`src/rtl/uart_tx_scheduler.sv`:
```
// Round-robin scheduler sharing one UART transmit controller among NUM_REQ byte producers.
// Define UART_TX_SCHED_TIMEOUT_EN to build in the ISSUE/ACTIVE watchdog (o_timeout).
module uart_tx_scheduler #(
  parameter int NUM_REQ        = 4,
  parameter int MAX_BURST      = 4,
  parameter int TIMEOUT_CYCLES = 32
) (
  input  logic                 clk,
  input  logic                 reset,
  input  logic [NUM_REQ-1:0]   i_req_valid,
  input  logic [NUM_REQ*8-1:0] i_req_data,
  output logic [NUM_REQ-1:0]   o_req_ready,
  output logic [7:0]           o_tx_data,
  output logic                 o_tx_ready,
  input  logic                 i_tx_active,
  input  logic                 i_tx_done,
  output logic [2:0]           o_grant_id,
  output logic                 o_busy,
  output logic                 o_timeout
);

  typedef enum logic [1:0] {IDLE, ISSUE, ACTIVE, DONE} state_t;

  state_t     state_reg;
  logic [2:0] last_grant_reg;
  logic [2:0] grant_id_reg;
  logic [3:0] burst_cnt_reg;
  logic [7:0] tx_data_reg;
  logic       tx_ready_reg;
  logic       busy_reg;

  logic [7:0] valid_pad;
  logic [7:0] req_byte [8];
  logic [3:0] cand_sum [NUM_REQ];
  logic [2:0] cand_idx [NUM_REQ];
  logic       win_found;
  logic [2:0] win_idx;
  logic       accept;
  logic [2:0] sel_idx;
  logic [7:0] sel_byte;
  logic       wd_expired;

  // Pad requester vectors to 8 entries so a 3-bit index is always in range.
  always_comb begin
    valid_pad = '0;
    valid_pad[NUM_REQ-1:0] = i_req_valid;
  end

  genvar gi;
  generate
    for (gi = 0; gi < 8; gi++) begin : g_byte
      if (gi < NUM_REQ) begin : g_used
        assign req_byte[gi] = i_req_data[8*gi +: 8];
      end else begin : g_unused
        assign req_byte[gi] = 8'h00;
      end
    end
    // Candidate gi is the requester gi+1 places after the last grant, modulo NUM_REQ.
    for (gi = 0; gi < NUM_REQ; gi++) begin : g_cand
      assign cand_sum[gi] = {1'b0, last_grant_reg} + 4'(gi + 1);
      assign cand_idx[gi] = (cand_sum[gi] >= 4'(NUM_REQ)) ? 3'(cand_sum[gi] - 4'(NUM_REQ))
                                                         : cand_sum[gi][2:0];
    end
  endgenerate

  // Walk from the lowest-priority candidate up so the nearest valid one wins.
  always_comb begin
    win_found = 1'b0;
    win_idx   = '0;
    for (int i = NUM_REQ - 1; i >= 0; i--) begin
      if (valid_pad[cand_idx[i]]) begin
        win_found = 1'b1;
        win_idx   = cand_idx[i];
      end
    end
  end

  always_comb begin
    accept  = 1'b0;
    sel_idx = grant_id_reg;
    case (state_reg)
      IDLE: begin
        accept  = win_found;
        sel_idx = win_idx;
      end
      DONE:    accept = valid_pad[grant_id_reg] && (burst_cnt_reg < 4'(MAX_BURST));
      default: accept = 1'b0;
    endcase
  end

  assign sel_byte = req_byte[sel_idx];

  always_comb begin
    o_req_ready = '0;
    for (int i = 0; i < NUM_REQ; i++) begin
      o_req_ready[i] = accept && (sel_idx == 3'(i));
    end
  end

`ifdef UART_TX_SCHED_TIMEOUT_EN
  localparam int WD_W = $clog2(TIMEOUT_CYCLES + 1);

  logic [WD_W-1:0] wd_cnt_reg;
  logic            timeout_reg;
  logic            wd_wait;
  logic            wd_progress;

  assign wd_wait     = (state_reg == ISSUE) || (state_reg == ACTIVE);
  assign wd_progress = ((state_reg == ISSUE) && i_tx_active) || ((state_reg == ACTIVE) && i_tx_done);
  assign wd_expired  = wd_wait && !wd_progress && (wd_cnt_reg == WD_W'(TIMEOUT_CYCLES - 1));

  // Counter restarts on every state change, so each ISSUE/ACTIVE visit gets a full budget.
  always_ff @(posedge clk or negedge reset) begin
    if (!reset) begin
      wd_cnt_reg  <= '0;
      timeout_reg <= 1'b0;
    end else begin
      timeout_reg <= wd_expired;
      if (wd_wait && !wd_progress && !wd_expired) begin
        wd_cnt_reg <= wd_cnt_reg + 1'b1;
      end else begin
        wd_cnt_reg <= '0;
      end
    end
  end

  assign o_timeout = timeout_reg;
`else
  assign wd_expired = 1'b0;
  assign o_timeout  = 1'b0;
`endif

  always_ff @(posedge clk or negedge reset) begin
    if (!reset) begin
      state_reg      <= IDLE;
      last_grant_reg <= 3'(NUM_REQ - 1);
      grant_id_reg   <= '0;
      burst_cnt_reg  <= '0;
      tx_data_reg    <= '0;
      tx_ready_reg   <= 1'b0;
      busy_reg       <= 1'b0;
    end else begin
      case (state_reg)
        IDLE: begin
          if (accept) begin
            tx_data_reg    <= sel_byte;
            grant_id_reg   <= sel_idx;
            last_grant_reg <= sel_idx;
            burst_cnt_reg  <= 4'd1;
            tx_ready_reg   <= 1'b1;
            busy_reg       <= 1'b1;
            state_reg      <= ISSUE;
          end
        end
        ISSUE: begin
          if (i_tx_active) begin
            tx_ready_reg <= 1'b0;
            state_reg    <= ACTIVE;
          end else if (wd_expired) begin
            tx_ready_reg <= 1'b0;
            busy_reg     <= 1'b0;
            state_reg    <= IDLE;
          end
        end
        ACTIVE: begin
          if (i_tx_done) begin
            state_reg <= DONE;
          end else if (wd_expired) begin
            busy_reg  <= 1'b0;
            state_reg <= IDLE;
          end
        end
        DONE: begin
          // Only the current owner may continue; everyone else waits for IDLE.
          if (accept) begin
            tx_data_reg   <= sel_byte;
            burst_cnt_reg <= burst_cnt_reg + 4'd1;
            tx_ready_reg  <= 1'b1;
            state_reg     <= ISSUE;
          end else begin
            busy_reg  <= 1'b0;
            state_reg <= IDLE;
          end
        end
        default: state_reg <= IDLE;
      endcase
    end
  end

  assign o_tx_data  = tx_data_reg;
  assign o_tx_ready = tx_ready_reg;
  assign o_grant_id = grant_id_reg;
  assign o_busy     = busy_reg;

endmodule

```
`config.mk`:
```
export PLATFORM = sky130hd
export DESIGN_NAME = uart_tx_scheduler
export DESIGN_NICKNAME = d
export VERILOG_FILES = /design/src/rtl/uart_tx_scheduler.sv
export SDC_FILE = /design/constraint.sdc
export NUM_CORES = 1
export LEC_CHECK = 0
export ABC_AREA = 1
export BUFFER_PORTS_ARGS = -buffer_cell sky130_fd_sc_hd__buf_2
export CAP_MARGIN = 20
export CORE_UTILIZATION = 40
export CTS_CLUSTER_DIAMETER = 30
export CTS_CLUSTER_SIZE = 28
export DETAILED_ROUTE_END_ITERATION = 10
export PLACE_DENSITY = 0.66
export SYNTH_ARGS = -nofsm -noshare
export SYNTH_HDL_FRONTEND = slang
export SYNTH_SLANG_ARGS = --single-unit
```
`constraint.sdc`:
```
create_clock -name clk -period 2.9 [get_ports clk]
set_clock_uncertainty 0.2 [all_clocks]
set_input_delay 0.145 -clock clk [delete_from_list [all_inputs] [get_ports clk]]
set_output_delay 0.145 -clock clk [all_outputs]
set_load 0.005 [all_outputs]
```
# [Word level (Yosys, flattened, before mapping)]
# Cells that the tools add are included.
[totals] regBits=22 input_bits=40 out_inout_bits=18 elab_cells=98
[op_classes] add_sub_neg=9 order_cmp=11 eq_ne=12 mux=40 n_bitwise=2 reduce_logical=17
[ops] cell="2-to-1 mux 3 bit" count=9
[ops] cell="binary-select mux 8 bit (select 3 bit)" count=1
[ops] cell="< comparator 3 x 4 -> 1 bit (second input constant)" count=5
[ops] cell=">= comparator 4 x 3 -> 1 bit (second input constant)" count=4
[ops] cell="2-to-1 mux 8 bit" count=2
[ops] cell="binary-select mux 1 bit (select 3 bit)" count=5
[ops] cell="2-to-1 mux 1 bit" count=13
[ops] cell="AND reduction 3 bit" count=4
[ops] cell="subtractor 3 bit (second input constant)" count=4
[ops] cell="inequality test 2 bit (second input constant)" count=5
[ops] cell="adder 3 x 2 -> 4 bit (second input constant)" count=2
[ops] cell="2-to-1 mux 4 bit" count=2
[ops] cell="one-hot mux 2 bit (4 select lines)" count=1
[ops] cell="one-hot mux 4 bit (2 select lines)" count=1
[ops] cell="equality test 3 x 2 -> 1 bit (second input constant)" count=2
[ops] cell="2-to-1 mux 2 bit" count=3
[ops] cell="one-hot mux 1 bit (2 select lines)" count=3
[ops] cell="logical AND 1 bit" count=5
[ops] cell="adder 3 x 1 -> 4 bit (second input constant)" count=1
[ops] cell="adder 3 x 3 -> 4 bit (second input constant)" count=1
[ops] cell="adder 4 x 1 -> 4 bit (second input constant)" count=1
[ops] cell="equality test 2 bit (second input constant)" count=2
[ops] cell=">= comparator 4 bit (second input constant)" count=1
[ops] cell="< comparator 4 x 3 -> 1 bit (second input constant)" count=1
[ops] cell="10 further kinds" count=13

# [Longest topological paths before layout]
[logic_depth] word_depth=14 ltp_mapped=18 mapped_depth_nobuf=17

# [Worst setup path before layout]
# No wires, ideal clock.
[synth_path] path_kind="flip-flop to output port" start="register last_grant_reg[0]" end="output o_req_ready[0]" arrival_ns=2.048 t_required_ns=2.555 path_slack_ns=0.507 path_stages_with_launch=14 path_buffers=1 path_cell_list="dfstp_2 > inv_4 > ha_1 > inv_1 > nand3_1 > nand3_2 > nor2_1 > nor2_1 > nand2_1 > nand3_4 > nand2_8 > buf_12 > inv_2 > nor3_1"
[synth_via] elab_chain_len=12 word_cells_on_any_way=36 classes_between="8 x add/sub; 4 x order compare; 22 x mux; 2 x reduce/logical"
[synth_rtl] item="start, declared" line="25" text="logic [2:0] last_grant_reg;"
[synth_rtl] item="start signal, assigned" line="136" text="last_grant_reg <= 3'(NUM_REQ - 1);"
[synth_rtl] item="start signal, assigned" line="148" text="last_grant_reg <= sel_idx;"
[synth_rtl] item="adder 3 x 3 -> 4 bit" line="60" text="assign cand_sum[gi] = {1'b0, last_grant_reg} + 4'(gi + 1);"
[synth_rtl] item=">= comparator 4 x 3 -> 1 bit or subtractor 3 bit (tied branches)" line="61" text="assign cand_idx[gi] = (cand_sum[gi] >= 4'(NUM_REQ)) ? 3'(cand_sum[gi] - 4'(NUM_REQ))"
[synth_rtl] item="2-to-1 mux 3 bit" line="61"
[synth_rtl] item="binary-select mux 1 bit (select 3 bit)" line="71" text="if (valid_pad[cand_idx[i]]) begin"
[synth_rtl] item="2-to-1 mux 1 bit (not written as such)" line="71"
[synth_rtl] item="2-to-1 mux 3 bit (4 in series)" line="71"
[synth_rtl] item="2-to-1 mux 3 bit" line="81" text="case (state_reg)"
[synth_rtl] item="zero test 3 bit" line="96" text="o_req_ready[i] = accept && (sel_idx == 3'(i));"
[synth_rtl] item="logical AND 1 bit (*)" line="96"
[synth_rtl] item="end, declared" line="12" text="output logic [NUM_REQ-1:0] o_req_ready,"
# Mark *: on every way between the ends. The rest lies on a longest branch, timed or not. The select of a mux whose other input is x is not followed.

# [Worst setup path in the final report]
[layout_path] start="register last_grant_reg[1]" end="output o_req_ready[0]"
# The elaborated chain is that of the path after synthesis.

==> flow_summary_export.csv <==
group,metric,value,unit
finish,n_fill_cell,413,
worst_hold_path,worst_hold_path_type,"input port to register",
global_route,grt_max_degree,22,
floorplan,die_area,4530,µm²
outcome,outcome,"finished, final reports clean",
finish,area_delta_synth_final,27.4,%
sta,slew_viol_final,0,
floorplan,die_h,67.3,µm
synth,synth_compound_area_frac,0.0785,
drt,viasPerCell,4.88,
worst_hold_path,hp-start,"i_tx_active",
drt,ant_nets,0,
placed_design,dpl.hpwl,3200,µm
cts,tritoncts,"built",
synth,yosys_register_bits,21,
placed_design,gp_congestion,0.853,
synth,yosys_warnings,0,
cts,htreeDepth,1,
drt,route.detailed.drc,0,
cts,path_clk_slew,0.08,ns
power,power.share.clock,0.068,
worst_hold_path,hold_depth,4,
worst_setup_path,critPathArrivalTime,2.42,ns
global_route,grt_pass1_wl,6490,µm
power,power_density,1310,nW/µm²
floorplan,start_util,0.420,
sta,fmax,362,MHz
finish,largest_reg_flops,8,
global_route,grt_pass1_vias,1431,
synth,yosysTopAreaCell,"dfrtp_1",
cts,clock_sinks,21,
power,swShare,0.522,
worst_setup_path,cp-end-kind,"output pin",
floorplan,io_pins,58,
synth,syn_area_per_cell,6.61,µm²
synth,async_flop_share,1.00,
worst_setup_path,crit_type,"register to output pin",
job,drv_cap,0,
global_route,grt_util_all_layers,0.189,
worst_setup_path,rr_startpoint,"last_grant_reg[1]",
floorplan,die_x,67.3,µm
sta,min_period_over_period,0.952,
drt,dr.pass1.iters,5,
worst_setup_path,crit_start,"last_grant_reg[1]",
cts,clockBufferDepth,2,
sta,rsz0062_at_grt,"yes",
synth,synth_area_leaders,"dfrtp_1 28%, nand2_1 23%, nand3_1 7.0%, ha_1 5.9%, nand2_2 5.5%",
power,p_int,1.36,mW
sta,layout_min_cycle_time,2.76,ns
synth,synth_top_area_share,0.279,
drt,drt_iter0_drc,67,
drt,via_count,1831,
finish,diodes,0,
synth,synth.area.mux_share,0,
sta,setup_tns,0,ns
synth,synth_flop_cell,"dfrtp_1",
global_route,antenna_found_initial,0,
power,combPwrFrac,0.743,
worst_setup_path,cp_max_fo,11,
cts,clk_latency,0.25,ns
synth,syn_nets,306,
finish,fin_util,0.536,
power,leakage,1.26,nW
synth,synth-xor-area-share,0.0103,
power,peakVddDrop,0.479,mV
finish,finish.net_count,374,
sta,hold_viol_final,0,
power,power.total,2.84,mW
synth,seq_area_frac_synth,0.310,
sta,whs,0.0169,ns
synth,synth-simple-area-share,0.450,
synth,netlist-cell-type-count,32,
drt,wl,4210,µm
synth,syn-cell-area,1710,µm²
synth,synth_edf_count,0,
cts,cts_made_buffers,3,
synth,synth_top_family_by_area,"simple AND/OR/NAND/NOR gates",
placed_design,io_buffers,56,
synth,synthAdderAreaFrac,0.0587,
synth,syn_inst,258,
floorplan,core,4060,µm²
drt,routedWlPerCell,11.2,µm
worst_setup_path,crit_required,2.56,ns
worst_setup_path,crit_path_start_kind,"register",
power,seqPwrFrac,0.189,
worst_setup_path,reg2reg_depth,18,
sta,setup_violations,0,
floorplan,rows,23,
global_route,overflow,0,
power,p_switching,1.48,mW
finish,drive_gt1_frac,0.311,
cts,root_buffer,"clkbuf_8",
path summary, 6_finish.rpt:
check	end	slack (ns)
max	o_req_ready[0]	0.14
min	o_tx_ready	0.02
max reg2reg	o_tx_data[3]	0.36
min reg2reg	o_busy	0.28
max in group asynchronous	last_grant_reg[0]	1.96
min in group asynchronous	o_tx_data[0]	0.18
area by class of cell:
type	count	area, µm²	area share
inverter	28	111	0.0512
clock buffer	4	45.0	0.0207
timing repair buffer	69	380	0.175
sequential	21	528	0.243
tap	50	62.6	0.0288
multi-input combinational	203	1050	0.481
power by group through the flow:
stage / logic (mW) / registers (mW) / clock network (mW)
after floorplan: 1.49 / 0.529 / 0
after global placement: 1.88 / 0.538 / 0
after detailed placement: 1.89 / 0.538 / 0
after CTS: 1.92 / 0.534 / 0.195
after global routing: 2.40 / 0.558 / 0.210
final: 2.11 / 0.537 / 0.192
cell usage after synthesis, types with 2 or more instances:
cell	instances
inv_1	24
o21ai_0	15
nand2_1	105
dfrtp_1	19
nand3_2	4
nand2_2	15
a21oi_1	3
inv_2	2
nand3_1	24
buf_4	2
ha_1	8
o31ai_1	2
dfstp_2	2
nand4_1	2
nor2_1	10
nor3_1	5
cells by family after synthesis:
logic type,Yosys count
AOI/OAI and AO/OA,24
adders and majority gates,8
DFF,21
other,1
buffers and inverters,34
xor gates and xnor gates,2
and+or+nand+nor,168
critical path: stages (launching register included):
cell and delay (ns):
dfstp_2 0.57, clkinvlp_4 0.14, ha_4 0.31, inv_1 0.06, nand3_1 0.12, nand3_2 0.11, nor2_1 0.10, nor2_1 0.04
nand2_1 0.09, nand3_4 0.11, nand2_8 0.12, inv_2 0.05, nor3_1 0.20, buf_2 0.15
metrics by stage:
| stage | setup slack [ns] | cells | instance area, µm² |
|---|---|---|---|
| 2_1_floorplan | 0.507 | 258 | 1710 |
| 3_3_place_gp | 0.278 | 361 | 2020 |
| 3_5_place_dp | 0.244 | 361 | 2020 |
| 4_1_cts | 0.0435 | 367 | 2090 |
| 5_1_grt | -0.0545 | 375 | 2170 |
| 6_report | 0.139 | 375 | 2170 |
placed cells by master, fill, tap and decap left out, types with 2 or more instances in the layout:
cell,synthesis,layout
dfrtp_1,19,19
nand3_2,4,4
clkbuf_8,0,3
buf_4,2,12
o21ai_0,15,14
dfstp_2,2,2
nand2_2,15,15
nand4_1,2,2
inv_1,24,23
nand3_1,24,24
nor3_1,5,5
buf_2,1,56
inv_2,2,2
nor2_1,10,10
nand2_1,105,104
ha_1,8,7
a21oi_1,3,3
o31ai_1,2,2
per-layer routing:
layer	GRT usage	routed length (µm)	share of wire	vias to the layer above
li1	-	-	-	949
met1	0.275	2040	0.49	824
met2	0.289	1930	0.46	52
met3	0.0338	178	0.042	6
met4	0.0399	55	0.013	0
met5	0	0	0	-
repair_timing:
action / in CTS / in global routing
setup buffers: 1 / 8
resized for setup: 0 / 6
hold endpoints to repair: 19 / 0
endpoints found under the setup margin: 1 / 4
pin swaps: 0 / 0
hold buffers: 1 / 0
Power figures use the tool's default switching activity.
